`src/rtl/popshift_loadmod.sv`:
```
// popshift_loadmod: parallel-to-stream nibble unloader.
// Latches a packed word of NIBBLES 4-bit digits and replays it MS nibble
// first as one-cycle write strobes (oEn/oAddr/oData), STEP_CYCLES apart.
// Optional feature macro: POPSHIFT_ADDR_INC_EN
//   defined   -> address increments (mod 16) after every emitted nibble
//   undefined -> every nibble is written to iBaseAddr
module popshift_loadmod #(
    parameter int NIBBLES     = 6,
    parameter int STEP_CYCLES = 50_000_000,
    parameter int CNT_W       = 32
) (
    input  logic                 sysclk,
    input  logic                 rst_n,
    input  logic                 iLoad,
    input  logic [4*NIBBLES-1:0] iData,
    input  logic [3:0]           iBaseAddr,
    input  logic                 iHold,
    output logic                 oEn,
    output logic [3:0]           oAddr,
    output logic [3:0]           oData,
    output logic                 oBusy,
    output logic                 oDone
);

    localparam int W     = 4 * NIBBLES;
    localparam int IDX_W = (NIBBLES > 1) ? $clog2(NIBBLES) : 1;
    localparam logic [IDX_W-1:0] IDX_LAST = IDX_W'(NIBBLES - 1);
    // WAIT exits on this count; with STEP_CYCLES=1 WAIT is never entered
    localparam logic [CNT_W-1:0] CNT_LAST =
        (STEP_CYCLES > 1) ? CNT_W'(STEP_CYCLES - 2) : '0;
    localparam bit BACK_TO_BACK = (STEP_CYCLES <= 1);

    typedef enum logic [1:0] {
        S_IDLE,
        S_EMIT,
        S_WAIT,
        S_DONE
    } state_e;

    state_e           state_q, state_d;
    logic [W-1:0]     shadow_q, shadow_d;
    logic [3:0]       addr_q, addr_d;
    logic [IDX_W-1:0] idx_q, idx_d;
    logic [CNT_W-1:0] cnt_q, cnt_d;
    // last strobed nibble/address, so outputs hold between strobes
    logic [3:0]       last_data_q, last_data_d;
    logic [3:0]       last_addr_q, last_addr_d;
    logic [3:0]       cur_nib;

    assign cur_nib = shadow_q[W-1 -: 4];

    // State and datapath registers, cleared asynchronously
    always_ff @(posedge sysclk or negedge rst_n) begin
        if (!rst_n) begin
            state_q     <= S_IDLE;
            shadow_q    <= '0;
            addr_q      <= '0;
            idx_q       <= '0;
            cnt_q       <= '0;
            last_data_q <= '0;
            last_addr_q <= '0;
        end else begin
            state_q     <= state_d;
            shadow_q    <= shadow_d;
            addr_q      <= addr_d;
            idx_q       <= idx_d;
            cnt_q       <= cnt_d;
            last_data_q <= last_data_d;
            last_addr_q <= last_addr_d;
        end
    end

    // Next-state logic: load, emit/shift, paced wait, done pulse
    always_comb begin
        state_d     = state_q;
        shadow_d    = shadow_q;
        addr_d      = addr_q;
        idx_d       = idx_q;
        cnt_d       = cnt_q;
        last_data_d = last_data_q;
        last_addr_d = last_addr_q;
        case (state_q)
            S_IDLE: begin
                // loads are only accepted here; iHold is irrelevant
                if (iLoad) begin
                    shadow_d = iData;
                    addr_d   = iBaseAddr;
                    idx_d    = '0;
                    cnt_d    = '0;
                    state_d  = S_EMIT;
                end
            end
            S_EMIT: begin
                // strobe is visible this cycle; advance to the next digit
                shadow_d    = shadow_q << 4;
                idx_d       = idx_q + IDX_W'(1);
                cnt_d       = '0;
                last_data_d = cur_nib;
                last_addr_d = addr_q;
`ifdef POPSHIFT_ADDR_INC_EN
                addr_d      = addr_q + 4'd1;
`else
                addr_d      = addr_q;
`endif
                if (idx_q == IDX_LAST) begin
                    state_d = S_DONE;
                end else if (BACK_TO_BACK) begin
                    state_d = S_EMIT;
                end else begin
                    state_d = S_WAIT;
                end
            end
            S_WAIT: begin
                // hold freezes both the count and the exit decision, so
                // every held cycle delays the next strobe by exactly one
                if (!iHold) begin
                    if (cnt_q == CNT_LAST) begin
                        state_d = S_EMIT;
                    end else begin
                        cnt_d = cnt_q + CNT_W'(1);
                    end
                end
            end
            S_DONE: begin
                state_d = S_IDLE;
            end
            default: begin
                state_d = S_IDLE;
            end
        endcase
    end

    // Outputs decoded from state; data/addr hold last strobe when idle
    always_comb begin
        oEn   = (state_q == S_EMIT);
        oData = oEn ? cur_nib : last_data_q;
        oAddr = oEn ? addr_q  : last_addr_q;
        oBusy = (state_q != S_IDLE);
        oDone = (state_q == S_DONE);
    end

endmodule

```
`config.mk`:
```
export PLATFORM = sky130hd
export DESIGN_NAME = popshift_loadmod
export DESIGN_NICKNAME = d
export VERILOG_FILES = /design/src/rtl/popshift_loadmod.sv
export SDC_FILE = /design/constraint.sdc
export NUM_CORES = 1
export LEC_CHECK = 0
export CELL_PAD_IN_SITES_DETAIL_PLACEMENT = 0
export CELL_PAD_IN_SITES_GLOBAL_PLACEMENT = 2
export CORE_MARGIN = 4
export CORE_UTILIZATION = 35
export CTS_BUF_LIST = sky130_fd_sc_hd__clkbuf_8
export CTS_CLUSTER_SIZE = 8
export DETAILED_ROUTE_END_ITERATION = 12
export HOLD_SLACK_MARGIN = 0.12
export PLACE_DENSITY = 0.78
export SYNTH_ARGS = -nofsm -noshare
export SYNTH_HDL_FRONTEND = slang
export SYNTH_SLANG_ARGS = --single-unit
```
`constraint.sdc`:
```
create_clock -name sysclk -period 2.7 [get_ports sysclk]
set_clock_uncertainty 0.15 [all_clocks]
set_input_delay 0.405 -clock sysclk [delete_from_list [all_inputs] [get_ports sysclk]]
set_output_delay 0.405 -clock sysclk [all_outputs]
set_load 0.03 [all_outputs]
```
==> results of run 1 <==
## path summary, 6_finish.rpt
| path | endpoint |
|---|---|
| worst max-delay path | oData[3] |
| worst min-delay path | shadow_q[6]$_DFFE_PN0P_ |
| worst max register to register | cnt_q[30]$_DFFE_PN0P_ |
| worst min register to register | shadow_q[6]$_DFFE_PN0P_ |
| max in group asynchronous | cnt_q[28]$_DFFE_PN0P_ |
| min in group asynchronous | last_data_q[1]$_DFF_PN0_ |
## worst reg2reg max path: stages, from the launching register on
cell	delay, ns
dfrtp_1	0.43
inv_1	0.07
ha_1	0.13
nor2b_1	0.19
nand4_1	0.17
or3_1	0.57
and4_4	0.26
a211o_1	0.26
## cells by family (layout without fill, tap and decap cells)
| logic type | after synthesis | after routing | synth area share, % |
|---|---|---|---|
| buffers and inverters | 41 | 93 | 5.34 |
| multiplexers | 26 | 26 | 6.66 |
| flip-flops | 73 | 73 | 45.9 |
| XOR/XNOR | 2 | 2 | 0.440 |
| adder cells (fa/ha/maj) | 4 | 4 | 1.26 |
| AND/OR/NAND/NOR | 181 | 181 | 24.6 |
| AO/OA/AOI/OAI | 104 | 104 | 15.8 |
## area by class of cell
class	count	share of cell area, %
Clock inverter	4	0.910
Inverter	11	0.884
Tap cell	140	3.64
Timing Repair Buffer	67	12.9
Sequential cell	73	38.0
Clock buffer	11	3.15
Multi-Input combinational cell	317	40.5
## registers in the layout (all words and copies together) (netlist names)
| name | flops |
|---|---|
| last_data_q | 4 |
| shadow_q | 24 |
| last_addr_q | 4 |
| addr_q | 4 |
| idx_q | 3 |
| cnt_q | 32 |
| state_q | 2 |
## per-layer routing
layer / part of all wire [%] / track usage (%)
met3: 4.9 / 2.85
met2: 45 / 27.5
met1: 48 / 25.4
met4: 1.5 / 6.18
met5: 0 / 0
## power by group through the flow
stage               logic, mW  clock network [mW]  registers, mW
detailed placement       1.51                   0           1.58
floorplan               0.967                   0           1.55
finish                   1.50               0.879           1.56
global route             1.68               0.959           1.61
CTS                      1.52               0.904           1.56
global placement         1.50                   0           1.58
## placed cells by master, fill, tap and decap left out, types with 4 or more instances in the layout
cell type / n
nand2_1: 75
dfrtp_1: 73
o21ai_0: 54
clkdlybuf4s50_1: 41
buf_4: 24
mux2i_1: 22
nand3_1: 17
nand4_1: 16
nor2_1: 12
inv_1: 11
clkbuf_8: 11
a31oi_1: 10
a21oi_1: 8
nor4_1: 7
nor3_1: 7
o211ai_1: 7
and4_1: 6
or4_1: 5
nor2b_1: 4
o41ai_1: 4
mux2_2: 4
ha_1: 4
## repair_timing
item / 4_1_cts / 5_1_grt
hold endpoints to repair: 73 / 0
gates resized for setup: 1 / 0
endpoints found under the setup margin: 6 / 0
hold buffers: 1 / 0
==> key figures, run 1 <==
Outcome
  • Status: completed

Yosys
  • Synthesized area per cell: 9.23 um2
  • Yosys top cell area share: between 40% and 50%
  • Area contributors post-synth: dfrtp_1, nand2_1, o21ai_0
  • Yosys Warn Count: 0
  • Number of synthesized flops with an enable pin: 0
  • Synth area leader: dfrtp_1
  • Top_reg_cell synth: dfrtp_1
  • Top cells by count, synth: nand2_1, dfrtp_1, o21ai_0
  • Seq/Total Area, Yosys: around 46%
  • Top-count cell post-synth: nand2_1
  • Gate Count Post-Synth: roughly 430
  • Mapped cell area: about 4000 um2
  • Seq cells post-synth: 73
  • Cell variety after synth: between 60 and 70
  • Share of flip-flops with an asynchronous set or reset: 100%
  • Synthesized Nets: 467

Route
  • Iter 0 DRT Violations: 256
  • Pre-antenna DRT Iters: 5
  • WL/cell: 17.8 um
  • Routed via count: 3443
  • Final WL: 11100 um
  • Antenna viol nets, final: 0
  • Post-route DRC: 0
  • Vias per cell: about 5.5

Finish
  • Final nets: 515
  • Register area: roughly 1800 um2
  • Fill count: ~1100
  • Multi-input gate area: 1950 um2
  • Finished Cell Area: 4810 um2
  • Share of cells above drive strength 1: 13.0%
  • Antenna cells: 0
  • Final core utilization: 43.8%
  • Syn-to-layout area delta: 20.9%
  • Post-Layout Cell Count: 623

Setup path
  • Worst Setup SP: state_q[1]$_DFFE_PN0P_
  • Worst path slowest cell: clkdlybuf4s50_1
  • Crit-path max FO: 18
  • Worst Path Buf+Inv: 2
  • Reg2Reg Setup Slack: 0.35 ns
  • Critical Path Sink Type: output pin
  • Max incr delay on CP: 0.68 ns
  • Crit path kind: register to output pin
  • Worst Path Arrival: 1.97 ns
  • Critical-path cell list: nand2b_1 -> clkinv_2 -> nand2_1 -> nand2_1 -> clkdlybuf4s50_1
  • Top Family by Delay on Critical Path: buffers and inverters
  • Startpoint Class: register
  • Worst reg2reg path startpoint: cnt_q[0]$_DFFE_PN0P_
  • Worst path most repeated cell: nand2_1
  • Critical path depth: 5
  • Reg2Reg Depth: 7
  • WP data required: between 2 and 2.5 ns

Timing
  • Final setup margin: between 0.15 and 0.2 ns
  • Min cycle time layout: 2.53 ns
  • Hold slack final: 0.326 ns
  • Post-route clock period utilization: between 90% and 100%
  • Headroom to the max-slew limit: between 30% and 40%
  • Fin Setup TNS: 0 ns
  • Actual slew at the worst max-slew pin: between 0.9 and 1 ns
  • Endpoints failing setup: 0
  • FMAX: 0.396 GHz
  • Slew Viols, Final: 0
  • Fin. Hold Viols: 0
  • RSZ-0062 raised after global routing: false

CTS
  • Clock buffer depth: 2
  • Clk Latency, worst-skew pair: 0.35 ns
  • # Post-CTS Setup Buffers: 0
  • Clk Tree Root Cell: clkbuf_8
  • Clock transition at path regs: 0.08 ns
  • CTS tree: yes
  • Number of buffers created by CTS: 9
  • H-Tree Level Count: 3
  • CTS sink count: 73

Place
  • GP Congestion: around 0.85
  • HPWL after DPL: 7690 um
  • IO Port Bufs: 42
  • Post-placement cell count: ~600
  • Pre-CTS WS: 0.236 ns
  • Area after DPL: 4600 um2

Global routing
  • Vias in the first global route: around 3400
  • Largest net degree at the start of global routing: 74
  • Total Routing Usage GR: 17.8%
  • First-pass GRT wire length: 18400 um
  • Initial antenna violation count: 0
  • GRT overflow: 0

Hold path
  • Hold crit path type: register to register
  • Beginning of the worst hold path: shadow_q[2]$_DFFE_PN0P_
  • Hold Path Stages: 2

Power and ir drop
  • Power share of the combinational group: 38.1%
  • Pwr Total: 3.94 mW
  • Pleak: ~2 nW
  • Power density cells: 820 nW/um2
  • Net Sw Frac: between 30% and 40%
  • Internal Pwr Total: 2.48 mW
  • Net load switching power: 1.47 mW
  • Reg power frac: about two fifths
  • Maximum vdd ir drop: 0.000492 V
  • Clock share of power: 22.3%

Floorplan
  • Die X: 115 um
  • I/O pin count: 43
  • Die Height: 115 um
  • DIE AREA: 13100 um2
  • CORE AREA: 11000 um2
  • Initial Utilization: 36.2%
  • Row cnt: 38

Job
  • Max Cap Viol: 0
Power figures use the tool's default switching activity.
==> inputs of run 2 (changes only) <==
--- a/config.mk
+++ b/config.mk
@@ -7,7 +7,7 @@
 export LEC_CHECK = 0
 export CELL_PAD_IN_SITES_DETAIL_PLACEMENT = 0
 export CELL_PAD_IN_SITES_GLOBAL_PLACEMENT = 2
-export CORE_MARGIN = 4
+export CORE_MARGIN = 2
 export CORE_UTILIZATION = 35
 export CTS_BUF_LIST = sky130_fd_sc_hd__clkbuf_8
 export CTS_CLUSTER_SIZE = 8
==> run 2 against run 1 <==
Flip-flop and latch count stayed put; final area is 0.31% lower; final cell count is 0.64% lower; sequential power hardly changed; largest power group unchanged; die area is 6.9% lower; non-clock buffer count is 4 lower; hold slack worse by 0.0064 ns; total power is 0.13% higher; global-route usage is 0.30 points higher.
==> key figures, run 2 (synthesis results as in run 1) <==
CTS
  • CTS tree: yes (unchanged)
  • Clock buffer depth: 2 (unchanged)
  • Number of buffers created by CTS: 9 (unchanged)
  • CTS sink count: 73 (unchanged)
  • Clk Tree Root Cell: clkbuf_8 (unchanged)
  • Clock transition at path regs: 0.08 ns (about the same)
  • H-Tree Level Count: 3 (unchanged)
  • Clk Latency, worst-skew pair: 0.36 ns (was 0.35 ns)
  • # Post-CTS Setup Buffers: 0 (unchanged)

Floorplan
  • I/O pin count: 43 (unchanged)
  • Die Height: 111 um (was 115 um)
  • CORE AREA: 11000 um2 (unchanged)
  • Row cnt: 38 (unchanged)
  • Die X: 111 um (was 115 um)
  • DIE AREA: 12200 um2 (was 13100 um2)
  • Initial Utilization: 36.2% (unchanged)

Global routing
  • GRT overflow: 0 (unchanged)
  • Total Routing Usage GR: 18.2% (was 17.8%)
  • Largest net degree at the start of global routing: 53 (was 74)
  • Vias in the first global route: 3222 (was 3440)
  • Initial antenna violation count: 0 (unchanged)
  • First-pass GRT wire length: 17600 um (was 18400 um)

Power and ir drop
  • Pleak: 1.97 nW (about the same)
  • Maximum vdd ir drop: 0.000414 V (was 0.000492 V)
  • Power density cells: 823 nW/um2 (was 820 nW/um2)
  • Pwr Total: 3.95 mW (was 3.94 mW)

Finish
  • Antenna cells: 0 (unchanged)
  • Most frequent cells in the layout: nand2_1, dfrtp_1, o21ai_0 (unchanged)
  • Regs by FF count: cnt_q x32, shadow_q x24 (unchanged)
  • Syn-to-layout area delta: 20.5% (was 20.9%)
  • Fill count: 1090 (was 1071)
  • Biggest register: cnt_q (unchanged)
  • Final core utilization: 43.7% (was 43.8%)
  • Final nets: 511 (was 515)
  • Number of flip-flops under the largest register name: 32 (unchanged)
  • Register area: 1830 um2 (unchanged)
  • Share of cells above drive strength 1: 12.1% (was 13.0%)
  • Multi-input gate area: 1950 um2 (unchanged)
  • Most common cell after layout, fill and taps aside: nand2_1 (unchanged)

Setup path
  • Worst setup path end: oEn (was oData[3])
  • Worst path slowest cell: clkdlybuf4s50_1 (unchanged)
  • Crit-path max FO: 52 (was 18)
  • Worst Path Arrival: 2.03 ns (was 1.97 ns)
  • Worst Setup SP: state_q[1]$_DFFE_PN0P_ (unchanged)
  • Critical-path cell list: nand2b_1 -> clkinv_1 -> buf_12 -> clkdlybuf4s50_1 (was nand2b_1 -> clkinv_2 -> nand2_1 -> nand2_1 -> clkdlybuf4s50_1)
  • Worst reg2reg path startpoint: cnt_q[7]$_DFFE_PN0P_ (was cnt_q[0]$_DFFE_PN0P_)
  • Startpoint Class: register (unchanged)
  • Max incr delay on CP: 0.71 ns (was 0.68 ns)
  • Reg2Reg Depth: 5 (was 7)
  • Critical Path Sink Type: output pin (unchanged)
  • WP data required: 2.14 ns (about the same)
  • Reg2Reg Setup Slack: 0.36 ns (was 0.35 ns)
  • Reg2Reg Capture Point: cnt_q[30]$_DFFE_PN0P_ (unchanged)
  • Crit path kind: register to output pin (unchanged)

Timing
  • Actual slew at the worst max-slew pin: 0.643 ns (was 0.953 ns)
  • Headroom to the max-slew limit: 56.8% (was 36.4%)
  • FMAX: 0.388 GHz (was 0.396 GHz)
  • Slew Viols, Final: 0 (unchanged)
  • Fin. Hold Viols: 0 (unchanged)
  • Endpoints failing setup: 0 (unchanged)
  • Fin Setup TNS: 0 ns (unchanged)
  • Hold slack final: 0.320 ns (was 0.326 ns)
  • RSZ-0062 raised after global routing: false (unchanged)
  • Min cycle time layout: 2.58 ns (was 2.53 ns)
  • Post-route clock period utilization: 95.6% (was 93.6%)

Route
  • Routed via count: 3401 (was 3443)
  • Pre-antenna DRT Iters: 4 (was 5)
  • WL/cell: 17.4 um (was 17.8 um)
  • Vias per cell: 5.49 (was 5.53)
  • Final WL: 10700 um (was 11100 um)
  • Iter 0 DRT Violations: 185 (was 256)
  • Post-route DRC: 0 (unchanged)
  • Antenna viol nets, final: 0 (unchanged)

Place
  • IO Port Bufs: 42 (unchanged)
  • GP Congestion: 0.878 (was 0.845)
  • HPWL after DPL: 7490 um (was 7690 um)

Hold path
  • Hold crit path type: register to register (unchanged)

Outcome
  • Status: completed (unchanged)

Job
  • Max Cap Viol: 0 (unchanged)
==> run 2: changes by cell type in the layout (fill, tap and decap cells not counted) <==
cell and delta:
clkinv_2 -2, clkinv_1 +1, clkinv_4 +1, buf_12 +1
dlygate4sd2_1 +8, clkbuf_8 -2, clkinvlp_4 +1, bufinv_16 +1
clkdlybuf4s50_1 -8, buf_4 -5
==> run 2: repair_timing <==
| action | CTS | global route |
|---|---|---|
| hold buffers | 1 | 0 |
| endpoints found under the hold margin | 35 | 0 |
| setup endpoints to repair | 8 | 0 |
| gates resized for setup | 8 | 0 |
==> run 2: routing by layer <==
layer  global-route usage, %  part of all wire [%]
met5                       0                     0
met4                    7.17                   1.6
met3                    3.51                   4.7
met2                    25.6                    45
met1                    27.2                    49
==> run 2: power breakdown <==
| part | switching [mW] | internal (mW) | total [mW] |
|---|---|---|---|
| registers | 0.177 | 1.40 | 1.58 |
| clock network | 0.428 | 0.512 | 0.940 |
| logic | 0.877 | 0.550 | 1.43 |
| total | 1.48 | 2.47 | 3.95 |
==> run 2: layout make-up <==
type / count / area share (%)
Timing Repair Buffer: 63 / 12.4
Tap cell: 140 / 3.65
Inverter: 11 / 0.861
Sequential cell: 73 / 38.1
Clock buffer: 9 / 2.58
Multi-Input combinational cell: 317 / 40.7
Clock inverter: 6 / 1.77
==> run 2: worst max-delay path, delay by kind of cell (launching register included) <==
kind                   cells  cell delay (ns)
and+or+nand+nor            1             0.19
buffers and inverters      3             1.01
DFF                        1             0.45
==> run 2: how the worst min path moves through the flow <==
| stage | start | to | slack [ns] | depth (start not counted) |
|---|---|---|---|---|
| 2_1_floorplan | rst_n | addr_q[0]$_DFFE_PN0P_ | -0.04 | 0 |
| 3_3_place_gp | rst_n | shadow_q[0]$_DFFE_PN0P_ | 0.27 | 1 |
| 3_5_place_dp | rst_n | shadow_q[0]$_DFFE_PN0P_ | 0.26 | 1 |
| 4_1_cts | last_data_q[0]$_DFF_PN0_ | last_data_q[0]$_DFF_PN0_ | 0.33 | 2 |
| 5_1_grt | last_data_q[0]$_DFF_PN0_ | last_data_q[0]$_DFF_PN0_ | 0.34 | 2 |
| 6_report | last_data_q[0]$_DFF_PN0_ | last_data_q[0]$_DFF_PN0_ | 0.32 | 2 |
==> run 2: metrics by stage <==
| step | worst slack, ns | cell area, um2 | std cells |
|---|---|---|---|
| 2_1_floorplan | 0.538 | 3980 | 431 |
| 3_3_place_gp | 0.340 | 4590 | 603 |
| 3_5_place_dp | 0.355 | 4590 | 603 |
| 4_1_cts | 0.0931 | 4800 | 619 |
| 5_1_grt | 0.00420 | 4800 | 619 |
| 6_report | 0.120 | 4800 | 619 |
